**config.mk**
```make
export PLATFORM = sky130hd
export DESIGN_NAME = instruction_decode_queue
export DESIGN_NICKNAME = d
export VERILOG_FILES = /design/src/rtl/instruction_decode_queue.sv
export SDC_FILE = /design/constraint.sdc
export NUM_CORES = 1
export LEC_CHECK = 0
export BUFFER_PORTS_ARGS = -buffer_cell sky130_fd_sc_hd__buf_2
export CORE_MARGIN = 1.5
export CORE_UTILIZATION = 40
export CTS_CLUSTER_SIZE = 14
export DETAILED_ROUTE_END_ITERATION = 6
export GPL_TIMING_DRIVEN = 1
export PLACE_DENSITY = 0.6
export SYNTH_ARGS = -nofsm -noshare
export SYNTH_HDL_FRONTEND = slang
export SYNTH_SLANG_ARGS = --single-unit
```
**constraint.sdc**
```tcl
create_clock -name i_clk -period 7.5 [get_ports i_clk]
set_clock_uncertainty 0.2 [all_clocks]
set_input_delay 2.25 -clock i_clk [delete_from_list [all_inputs] [get_ports i_clk]]
set_output_delay 2.25 -clock i_clk [all_outputs]
set_load 0.03 [all_outputs]
```
**src/rtl/instruction_decode_queue.sv**
```systemverilog
// instruction_decode_queue: FIFO-buffered RV32/RV64 decoder with a registered output stage; DECODE_MULDIV_EN enables MULDIV decode
module instruction_decode_queue #(
  parameter int XLEN = 32,
  parameter int DEPTH = 4,
  localparam int AW = $clog2(DEPTH),
  localparam int CW = AW + 1
) (
  input  logic            i_clk,
  input  logic            i_reset,
  input  logic            i_flush,
  input  logic            i_valid,
  output logic            o_ready,
  input  logic [31:0]     i_instruction,
  input  logic [XLEN-1:0] i_pc,
  output logic            o_valid,
  input  logic            i_ready,
  output logic [XLEN-1:0] o_pc,
  output logic [XLEN-1:0] o_imm,
  output logic [4:0]      o_rd,
  output logic [4:0]      o_rs1,
  output logic [4:0]      o_rs2,
  output logic [2:0]      o_funct3,
  output logic [3:0]      o_op_class,
  output logic            o_illegal,
  output logic [CW-1:0]   o_count
);
`ifdef DECODE_MULDIV_EN
  localparam logic MULDIV_EN = 1'b1;
`else
  localparam logic MULDIV_EN = 1'b0;
`endif
  logic [31:0]     ins_mem [DEPTH];
  logic [XLEN-1:0] pc_mem  [DEPTH];
  logic [AW-1:0]   wr_ptr, rd_ptr;
  logic            push, pop;
  logic [31:0]     ins;
  logic [6:0]      opc, f7;
  logic [2:0]      f3;
  logic [XLEN-1:0] imm_i, imm_s, imm_b, imm_u, imm_j, imm;
  logic [3:0]      cls;
  logic            ld_bad, st_bad, op_ok;
  assign o_ready = (o_count < CW'(DEPTH)) && !i_reset;
  assign push    = i_valid && o_ready && !i_flush;
  assign pop     = (o_count != '0) && (!o_valid || i_ready) && !i_flush;
  assign ins   = ins_mem[rd_ptr];
  assign opc   = ins[6:0];
  assign f3    = ins[14:12];
  assign f7    = ins[31:25];
  assign imm_i = XLEN'($signed(ins[31:20]));
  assign imm_s = XLEN'($signed({ins[31:25], ins[11:7]}));
  assign imm_b = XLEN'($signed({ins[31], ins[7], ins[30:25], ins[11:8], 1'b0}));
  assign imm_u = XLEN'($signed({ins[31:12], 12'b0}));
  assign imm_j = XLEN'($signed({ins[31], ins[19:12], ins[20], ins[30:21], 1'b0}));
  assign ld_bad = (XLEN == 32) ? (f3 == 3'd3 || f3[2:1] == 2'b11) : (f3 == 3'd7);
  assign st_bad = f3 > ((XLEN == 32) ? 3'd2 : 3'd3);
  assign op_ok  = f7 == 7'h00 || (f7 == 7'h20 && (f3 == 3'd0 || f3 == 3'd5));
  always_comb begin
    cls = 4'd15;
    imm = '0;
    case (opc)
      7'h37: begin cls = 4'd0; imm = imm_u; end
      7'h17: begin cls = 4'd1; imm = imm_u; end
      7'h6f: begin cls = 4'd2; imm = imm_j; end
      7'h67: begin cls = 4'd3; imm = imm_i; end
      7'h63: begin cls = (f3 == 3'd2 || f3 == 3'd3) ? 4'd15 : 4'd4; imm = imm_b; end
      7'h03: begin cls = ld_bad ? 4'd15 : 4'd5; imm = imm_i; end
      7'h23: begin cls = st_bad ? 4'd15 : 4'd6; imm = imm_s; end
      7'h13: begin cls = 4'd7; imm = imm_i; end
      7'h33: cls = op_ok ? 4'd8 : (MULDIV_EN && f7 == 7'h01) ? 4'd11 : 4'd15;
      7'h0f: cls = 4'd9;
      7'h73: begin cls = 4'd10; imm = imm_i; end
      default: ;
    endcase
    if (cls == 4'd15) imm = '0;
  end
  always_ff @(posedge i_clk)
    if (push) begin
      ins_mem[wr_ptr] <= i_instruction;
      pc_mem[wr_ptr]  <= i_pc;
    end
  always_ff @(posedge i_clk) begin
    if (i_reset || i_flush) begin
      wr_ptr  <= '0;
      rd_ptr  <= '0;
      o_count <= '0;
      o_valid <= 1'b0;
    end else begin
      wr_ptr  <= push ? wr_ptr + AW'(1) : wr_ptr;
      rd_ptr  <= pop ? rd_ptr + AW'(1) : rd_ptr;
      o_count <= o_count + CW'(push) - CW'(pop);
      o_valid <= pop ? 1'b1 : (i_ready ? 1'b0 : o_valid);
    end
  end
  always_ff @(posedge i_clk) begin
    if (i_reset) begin
      o_pc       <= '0;
      o_imm      <= '0;
      o_rd       <= '0;
      o_rs1      <= '0;
      o_rs2      <= '0;
      o_funct3   <= '0;
      o_op_class <= '0;
      o_illegal  <= 1'b0;
    end else if (pop) begin
      o_pc       <= pc_mem[rd_ptr];
      o_imm      <= imm;
      o_rd       <= ins[11:7];
      o_rs1      <= ins[19:15];
      o_rs2      <= ins[24:20];
      o_funct3   <= f3;
      o_op_class <= cls;
      o_illegal  <= cls == 4'd15;
    end
  end
endmodule

```
==> summary.txt, run 1 <==
Pwr
  • LEAKAGE: 5.468 nW
  • Total power: 4.168 mW
  • Maximum VDD drop: 0.1652 mV
  • Cell Pwr Density: 261.3 nW/um^2

Synthesis
  • Synth Area in Adders: 0.7040%
  • Primary FF master, synth: edfxtp_1
  • Leading area contributor after synthesis: edfxtp_1
  • Mux cell area share after synthesis: 10.67%
  • Synth Area in XOR/XNOR: 0.3891%
  • Seq cells post-synth: 353
  • Simple-Gate Fraction of Synth Area: 7.448%
  • Number of synthesized flops with an enable pin: 256
  • Syn Std Cell Area: 13,510 um^2
  • Largest family of logic cells by synthesized area: multiplexers
  • Yosys top cell area share: 56.92%
  • Post-synth ARST share: 0%
  • Synth Area in Compound Gates: 7.346%
  • Count of cell types in the netlist: 61
  • Syn Inst Count: 855
  • Synth top area cells: edfxtp_1 (57%), dfxtp_1 (14%), mux4_2 (10%)
  • Leading cell types by count after synthesis: edfxtp_1 (256), nand2_1 (136), dfxtp_1 (97), a21oi_1 (70), mux4_2 (61)
  • Most frequent cell after synthesis: edfxtp_1
  • Sequential share of the synthesized area: 71.29%
  • Yosys warnings: 0
  • Mapped Nets: 931
  • Syn_area_per_cell: 15.80 um^2

Floorplan
  • Initial core utilization: 40.48%
  • Die Width: 186.8 um
  • Die ar.: 34,880 um^2
  • Core area: 33,360 um^2
  • Die Ht: 186.8 um
  • Row count: 67
  • I/O pin count: 161

Layout
  • Area of the multi-input gates: 3601 um^2
  • Final #Nets: 1,087
  • Post-route non-filler standard cell count: 1,488
  • Final Core Density: 47.81%
  • Fraction of layout cells with a size suffix above 1: 31.47%
  • FF/Latch Area: 9633 um^2
  • Final instance area: 15,950 um^2
  • # fillers: 2,992
  • Layout area overhead: 18.09%

Placed design
  • RePlAce Congestion: 0.7945
  • Setup slack after placement: 2.208 ns
  • Port Buffer Count: 160
  • Detailed placer's ending HPWL: 18,000 um
  • Placed Instances: 1,419
  • Placed instance area: 14,690 um^2

Timing
  • # setup viols final: 0
  • Setup TNS: 0 ns
  • Normalized max-slew margin: 13.60%
  • FMAX: 189.3 MHz
  • Final setup margin: 2.216 ns
  • Shortest period the worst path allows: 5.284 ns
  • Hold slack final: 0.2492 ns
  • Worst-margin pin slew: 1.295 ns
  • RSZ-0062 raised after global routing: no
  • Slew Viols, Final: 0
  • Final hold violation count: 0
  • Final period util: 70.45%

Clock network
  • Clock Latency Late Sink: 0.51 ns
  • CTS buffer count: 38
  • Clock buffer depth: 3
  • Hold Buf Count CTS: 0
  • CTS tree: built
  • Post-cts resize count: 0
  • Number of post-CTS setup repair buffers: 0
  • Clock sinks: 353
  • Clock H-tree levels: 2
  • Clk slew on worst S/H paths: 0.06 ns
  • Clock root cell: clkbuf_16

Critical path
  • CP required: 5.05 ns
  • Reg2reg end: o_imm[31]$_SDFFE_PP0P_
  • Worst reg2reg setup slack: 3.65 ns
  • Critical path type: in2out
  • Worst setup path end: o_ready
  • Worst Path Arrival: 2.83 ns
  • Crit start category: primary input
  • Reg2reg path depth: 7
  • CP endpoint kind: primary output
  • Worst Setup SP: i_reset
  • CP max FO: 14

Hold path
  • Worst hold path type: reg2reg
  • Worst hold path cell count: 2

GRT
  • Largest net degree at the start of global routing: 65
  • Initial antenna violation count: 1
  • Gr usage total: 17.13%
  • Vias in the first global route: 7,910
  • GRT Residual Overflow: 0
  • First-pass GRT wire length: 46,030 um

Detailed routing
  • Final routed DRC violation total: 0
  • Starting DRT DRC Count: 539
  • Final ANT Viol Nets: 0
  • Vias: 7,692
  • DR pass1 iterations: 5
  • Avg WL per Cell: 20.13 um
  • DR vias/cell: 5.169
  • WL final: 29,950 um

Job
  • Max-cap viol count: 0

Run status
  • Status: complete, no violations
==> routing by layer <==
metal	vias to the layer above	share of wire, %	global-route usage [%]
li1	3571	-	-
met1	3846	44	23.15
met2	224	49	28.82
met3	51	4.8	2.802
met4	0	1.9	4.653
met5	-	0	0
==> power by group <==
group	internal, mW	leakage (nW)	switching [mW]
clock	1.12	0.620	0.729
combinational	0.0592	1.75	0.123
sequential	2.12	3.10	0.0117
==> placed cells by master (no fill, tap or decap), types with 4 or more instances in the layout <==
| cell | instances |
|---|---|
| clkinv_2 | 7 |
| clkbuf_1 | 5 |
| ha_1 | 6 |
| a311oi_1 | 4 |
| nand2b_1 | 8 |
| o21ai_0 | 5 |
| mux4_2 | 61 |
| edfxtp_1 | 256 |
| buf_4 | 7 |
| and2_4 | 5 |
| clkinv_1 | 4 |
| dfxtp_1 | 94 |
| and2_0 | 5 |
| nor3_1 | 8 |
| a21oi_1 | 70 |
| nand2_1 | 136 |
| o31ai_1 | 13 |
| clkbuf_8 | 4 |
| inv_1 | 10 |
| nor2_1 | 26 |
| nand3_1 | 5 |
| clkbuf_16 | 40 |
| nor2b_1 | 7 |
| a22oi_1 | 9 |
| buf_2 | 160 |
| o31ai_2 | 19 |
==> worst max-delay path: stages <==
cell and delay [ns]:
buf_2 0.32, nor2_1 0.07, buf_2 0.18
==> kinds of logic (layout without fill, tap and decap cells) <==
logic type / count (synthesis) / in the layout
xor+xnor: 6 / 6
mux: 66 / 66
simple gates: 222 / 222
compound gates: 139 / 139
fa+ha+maj: 7 / 7
other cells: 0 / 1
flops: 353 / 353
buf+inv: 62 / 246
==> flip-flops by register name, indices dropped and copies added, names as in the netlist, named ones only <==
register,count
o_op_class,4
pc_mem,128
o_illegal,1
wr_ptr,2
o_valid,1
o_rs1,5
o_pc,32
o_funct3,3
o_imm,32
rd_ptr,2
o_count,3
o_rd,5
o_rs2,5
ins_mem,128
==> how the worst min path moves through the flow <==
stage,startpoint,end,slack (ns)
floorplan,wr_ptr[0]$_SDFFE_PP0P_,wr_ptr[0]$_SDFFE_PP0P_,0.34
global placement,o_imm[10]$_SDFFE_PP0P_,o_imm[10]$_SDFFE_PP0P_,0.23
detailed placement,o_imm[10]$_SDFFE_PP0P_,o_imm[10]$_SDFFE_PP0P_,0.24
CTS,o_imm[10]$_SDFFE_PP0P_,o_imm[10]$_SDFFE_PP0P_,0.25
global route,o_imm[5]$_SDFFE_PP0P_,o_imm[5]$_SDFFE_PP0P_,0.26
finish,o_imm[5]$_SDFFE_PP0P_,o_imm[5]$_SDFFE_PP0P_,0.25
==> cell type report <==
cell class,instances,share of cell area [%]
diodes,1,0.01569
clock buffers,51,6.832
clock inverters,17,1.059
inverters,11,0.2589
multi-input cells,440,22.58
flip-flops and latches,353,60.39
well taps,448,3.514
repair buffers,167,5.350
Note: power is estimated with default switching activity, not from simulation.
==> run 2: changes to the inputs <==
--- a/config.mk
+++ b/config.mk
@@ -11,7 +11,7 @@
 export CTS_CLUSTER_SIZE = 14
 export DETAILED_ROUTE_END_ITERATION = 6
 export GPL_TIMING_DRIVEN = 1
-export PLACE_DENSITY = 0.6
+export PLACE_DENSITY = 0.63
 export SYNTH_ARGS = -nofsm -noshare
 export SYNTH_HDL_FRONTEND = slang
 export SYNTH_SLANG_ARGS = --single-unit
==> constraint.sdc (replaced) <==
create_clock -name i_clk -period 4.8 [get_ports i_clk]
set_clock_uncertainty 0.2 [all_clocks]
set_input_delay 1.44 -clock i_clk [delete_from_list [all_inputs] [get_ports i_clk]]
set_output_delay 1.44 -clock i_clk [all_outputs]
set_load 0.03 [all_outputs]
==> run 2 against run 1 <==
Net effect:
- hold slack got worse by 0.0026 ns
- setup slack lost 1.1 ns
- non-clock buffer count up 13
- design area rose by 0.60%
- clock power rose by 54%
- flip-flop and latch count unchanged
- first-iteration DRC count grew 0.37%
- global-route usage barely moved
- critical path depth up 3
- register-to-register slack worse by 2.5 ns
- final cell count increased by 1.2%
- critical endpoint is now o_imm[31]$_SDFFE_PP0P_
==> summary.txt, run 2 (synthesis gave the netlist of run 1 again) <==
Run status
  • Status: complete, no violations

Timing
  • Shortest period the worst path allows: 3.682 ns
  • Final hold violation count: 0 (unchanged)
  • # setup viols final: 0 (unchanged)
  • Worst-margin pin slew: 1.170 ns (-0.1247 ns)
  • RSZ-0062 raised after global routing: no
  • Normalized max-slew margin: 21.93% (+8.3 points)
  • Slew Viols, Final: 0 (unchanged)
  • FMAX: 271.6 MHz
  • Final period util: 76.70%
  • Setup TNS: 0 ns (unchanged)

GRT
  • First-pass GRT wire length: 46,110 um (+0.18%)
  • Vias in the first global route: 7,863 (-0.59%)
  • Largest net degree at the start of global routing: 67 (+3.1%)
  • Initial antenna violation count: 5 (+4)
  • GRT Residual Overflow: 0 (unchanged)
  • Gr usage total: 17.15% (+0.021 points)

Placed design
  • Placed Instances: 1,432 (+0.92%)
  • Port Buffer Count: 160 (unchanged)
  • RePlAce Congestion: 0.8105 (+2.0%)
  • Detailed placer's ending HPWL: 18,900 um (+5.0%)

Critical path
  • Worst setup path end: o_imm[31]$_SDFFE_PP0P_
  • CP top delay family: simple AND/OR/NAND/NOR gates
  • Buffers & Inverters on Critical Path: 0 (-2)
  • Crit path cell chain: mux4_1, nor2b_1, o21a_1, o211ai_2, or3_1, o31ai_1
  • Reg2reg end: o_imm[31]$_SDFFE_PP0P_
  • Crit start category: flip-flop
  • Cell count along the critical path: 6 (+3)
  • CP endpoint kind: flip-flop
  • Worst Path Arrival: 3.84 ns (+1.01 ns)
  • CP max FO: 19 (+5)
  • Reg2reg path depth: 6 (-1)
  • Worst reg2reg setup slack: 1.12 ns (-2.53 ns)
  • CP required: 4.96 ns (-0.09 ns)
  • CP max stage cell: mux4_1
  • Critical path type: reg2reg
  • Largest stage delay on the critical path: 0.89 ns (+0.57 ns)

Detailed routing
  • DR pass1 iterations: 5 (unchanged)
  • Avg WL per Cell: 19.92 um (-1.0%)
  • Final ANT Viol Nets: 0 (unchanged)
  • Starting DRT DRC Count: 541 (+0.37%)
  • WL final: 29,990 um (+0.16%)
  • Final routed DRC violation total: 0 (unchanged)
  • DR vias/cell: 5.137 (-0.62%)
  • Vias: 7,737 (+0.59%)

Clock network
  • CTS buffer count: 39 (+2.6%)
  • Clock H-tree levels: 2 (unchanged)
  • Clock buffer depth: 3 (unchanged)
  • Number of post-CTS setup repair buffers: 0 (unchanged)
  • Clk slew on worst S/H paths: 0.06 ns (about the same)
  • Clock root cell: clkbuf_16
  • Post-cts resize count: 0 (unchanged)
  • Clock Latency Late Sink: 0.53 ns (+0.02 ns)
  • Hold Buf Count CTS: 0 (unchanged)
  • Clock sinks: 353 (unchanged)
  • CTS tree: built

Pwr
  • Logic pwr share: 4.4% (about the same)
  • Switching part of the total: 21.30% (+0.57 points)
  • Cell Pwr Density: 402.6 nW/um^2 (+54%)
  • LEAKAGE: 5.522 nW (+0.98%)
  • Switching pwr: 1.376 mW (+59%)
  • Total power: 6.460 mW (+55%)
  • Int Pwr: 5.084 mW (+54%)
  • Maximum VDD drop: 0.3403 mV (+110%)
  • Clock power frac: 44.0% (-0.5 points)
  • Seq pwr share: 51.6% (+0.4 points)

Floorplan
  • Initial core utilization: 40.48% (unchanged)
  • Core area: 33,360 um^2 (unchanged)
  • Die Width: 186.8 um (unchanged)
  • Die Ht: 186.8 um (unchanged)
  • Die ar.: 34,880 um^2 (unchanged)
  • Row count: 67 (unchanged)
  • I/O pin count: 161 (unchanged)

Layout
  • Post-route non-filler standard cell count: 1,506 (+1.2%)
  • Commonest non-fill, non-tap cell in the layout: edfxtp_1
  • Regs by FF count: ins_mem (128), pc_mem (128)
  • Final Core Density: 48.10% (+0.29 points)
  • Most frequent cells in the layout: edfxtp_1 (256), buf_2 (160), nand2_1 (136), dfxtp_1 (94), a21oi_1 (70)
  • Area of the multi-input gates: 3601 um^2 (unchanged)
  • Fraction of layout cells with a size suffix above 1: 31.91% (+0.44 points)
  • Layout area overhead: 18.80%
  • # fillers: 2,921 (-2.4%)
  • Final #Nets: 1,101 (+1.3%)
  • FF/Latch Area: 9633 um^2 (unchanged)

Hold path
  • Worst hold path type: reg2reg

Job
  • Max-cap viol count: 0 (unchanged)
[run 2: worst min-delay path by stage]
stage | cells past startpoint | slack (ns) | end | from
finish | 2 | 0.25 | o_imm[6]$_SDFFE_PP0P_ | o_imm[6]$_SDFFE_PP0P_
global route | 2 | 0.27 | o_pc[23]$_SDFFE_PP0P_ | o_pc[23]$_SDFFE_PP0P_
CTS | 2 | 0.25 | o_imm[27]$_SDFFE_PP0P_ | o_imm[27]$_SDFFE_PP0P_
detailed placement | 2 | 0.24 | o_imm[27]$_SDFFE_PP0P_ | o_imm[27]$_SDFFE_PP0P_
global placement | 2 | 0.24 | o_imm[5]$_SDFFE_PP0P_ | o_imm[5]$_SDFFE_PP0P_
floorplan | 2 | 0.34 | wr_ptr[0]$_SDFFE_PP0P_ | wr_ptr[0]$_SDFFE_PP0P_
[run 2: worst min-delay path, stage by stage (launching register included)]
cell,delay [ns]
dfxtp_1,0.32
nand2_1,0.05
o31ai_1,0.05
[run 2: metal layers]
layer	GRT usage (%)	vias to the layer above	wire (um)
li1	-	3607	-
met1	22.29	3855	12830
met2	29.25	228	15060
met3	3.799	41	1650
met4	4.311	6	430
met5	0	-	31
[run 2: final cells by class]
| type | count | area share, % |
|---|---|---|
| well taps | 448 | 3.493 |
| flip-flops and latches | 353 | 60.03 |
| clock inverters | 13 | 0.6706 |
| multi-input cells | 440 | 22.44 |
| diodes | 2 | 0.03119 |
| repair buffers | 180 | 6.082 |
| clock buffers | 59 | 6.994 |
| inverters | 11 | 0.2573 |
[run 2: power by group through the flow]
stage | Clock, mW | Sequential (mW) | Combinational [mW]
2_1_floorplan | 0 | 3.43 | 0.137
3_3_place_gp | 0 | 3.40 | 0.285
3_5_place_dp | 0 | 3.40 | 0.289
4_1_cts | 2.90 | 3.34 | 0.289
5_1_grt | 3.02 | 3.34 | 0.313
6_report | 2.84 | 3.33 | 0.286
[run 2: metrics by stage]
step                setup WS, ns  instance area (um^2)  hold WS, ns
global route              0.9276                 16040       0.2747
finish                     1.118                 16050       0.2466
detailed placement        0.8390                 14810       0.2355
floorplan                 0.5059                 13510       0.3382
global placement          0.8620                 14810       0.2352
CTS                        1.099                 16040       0.2482
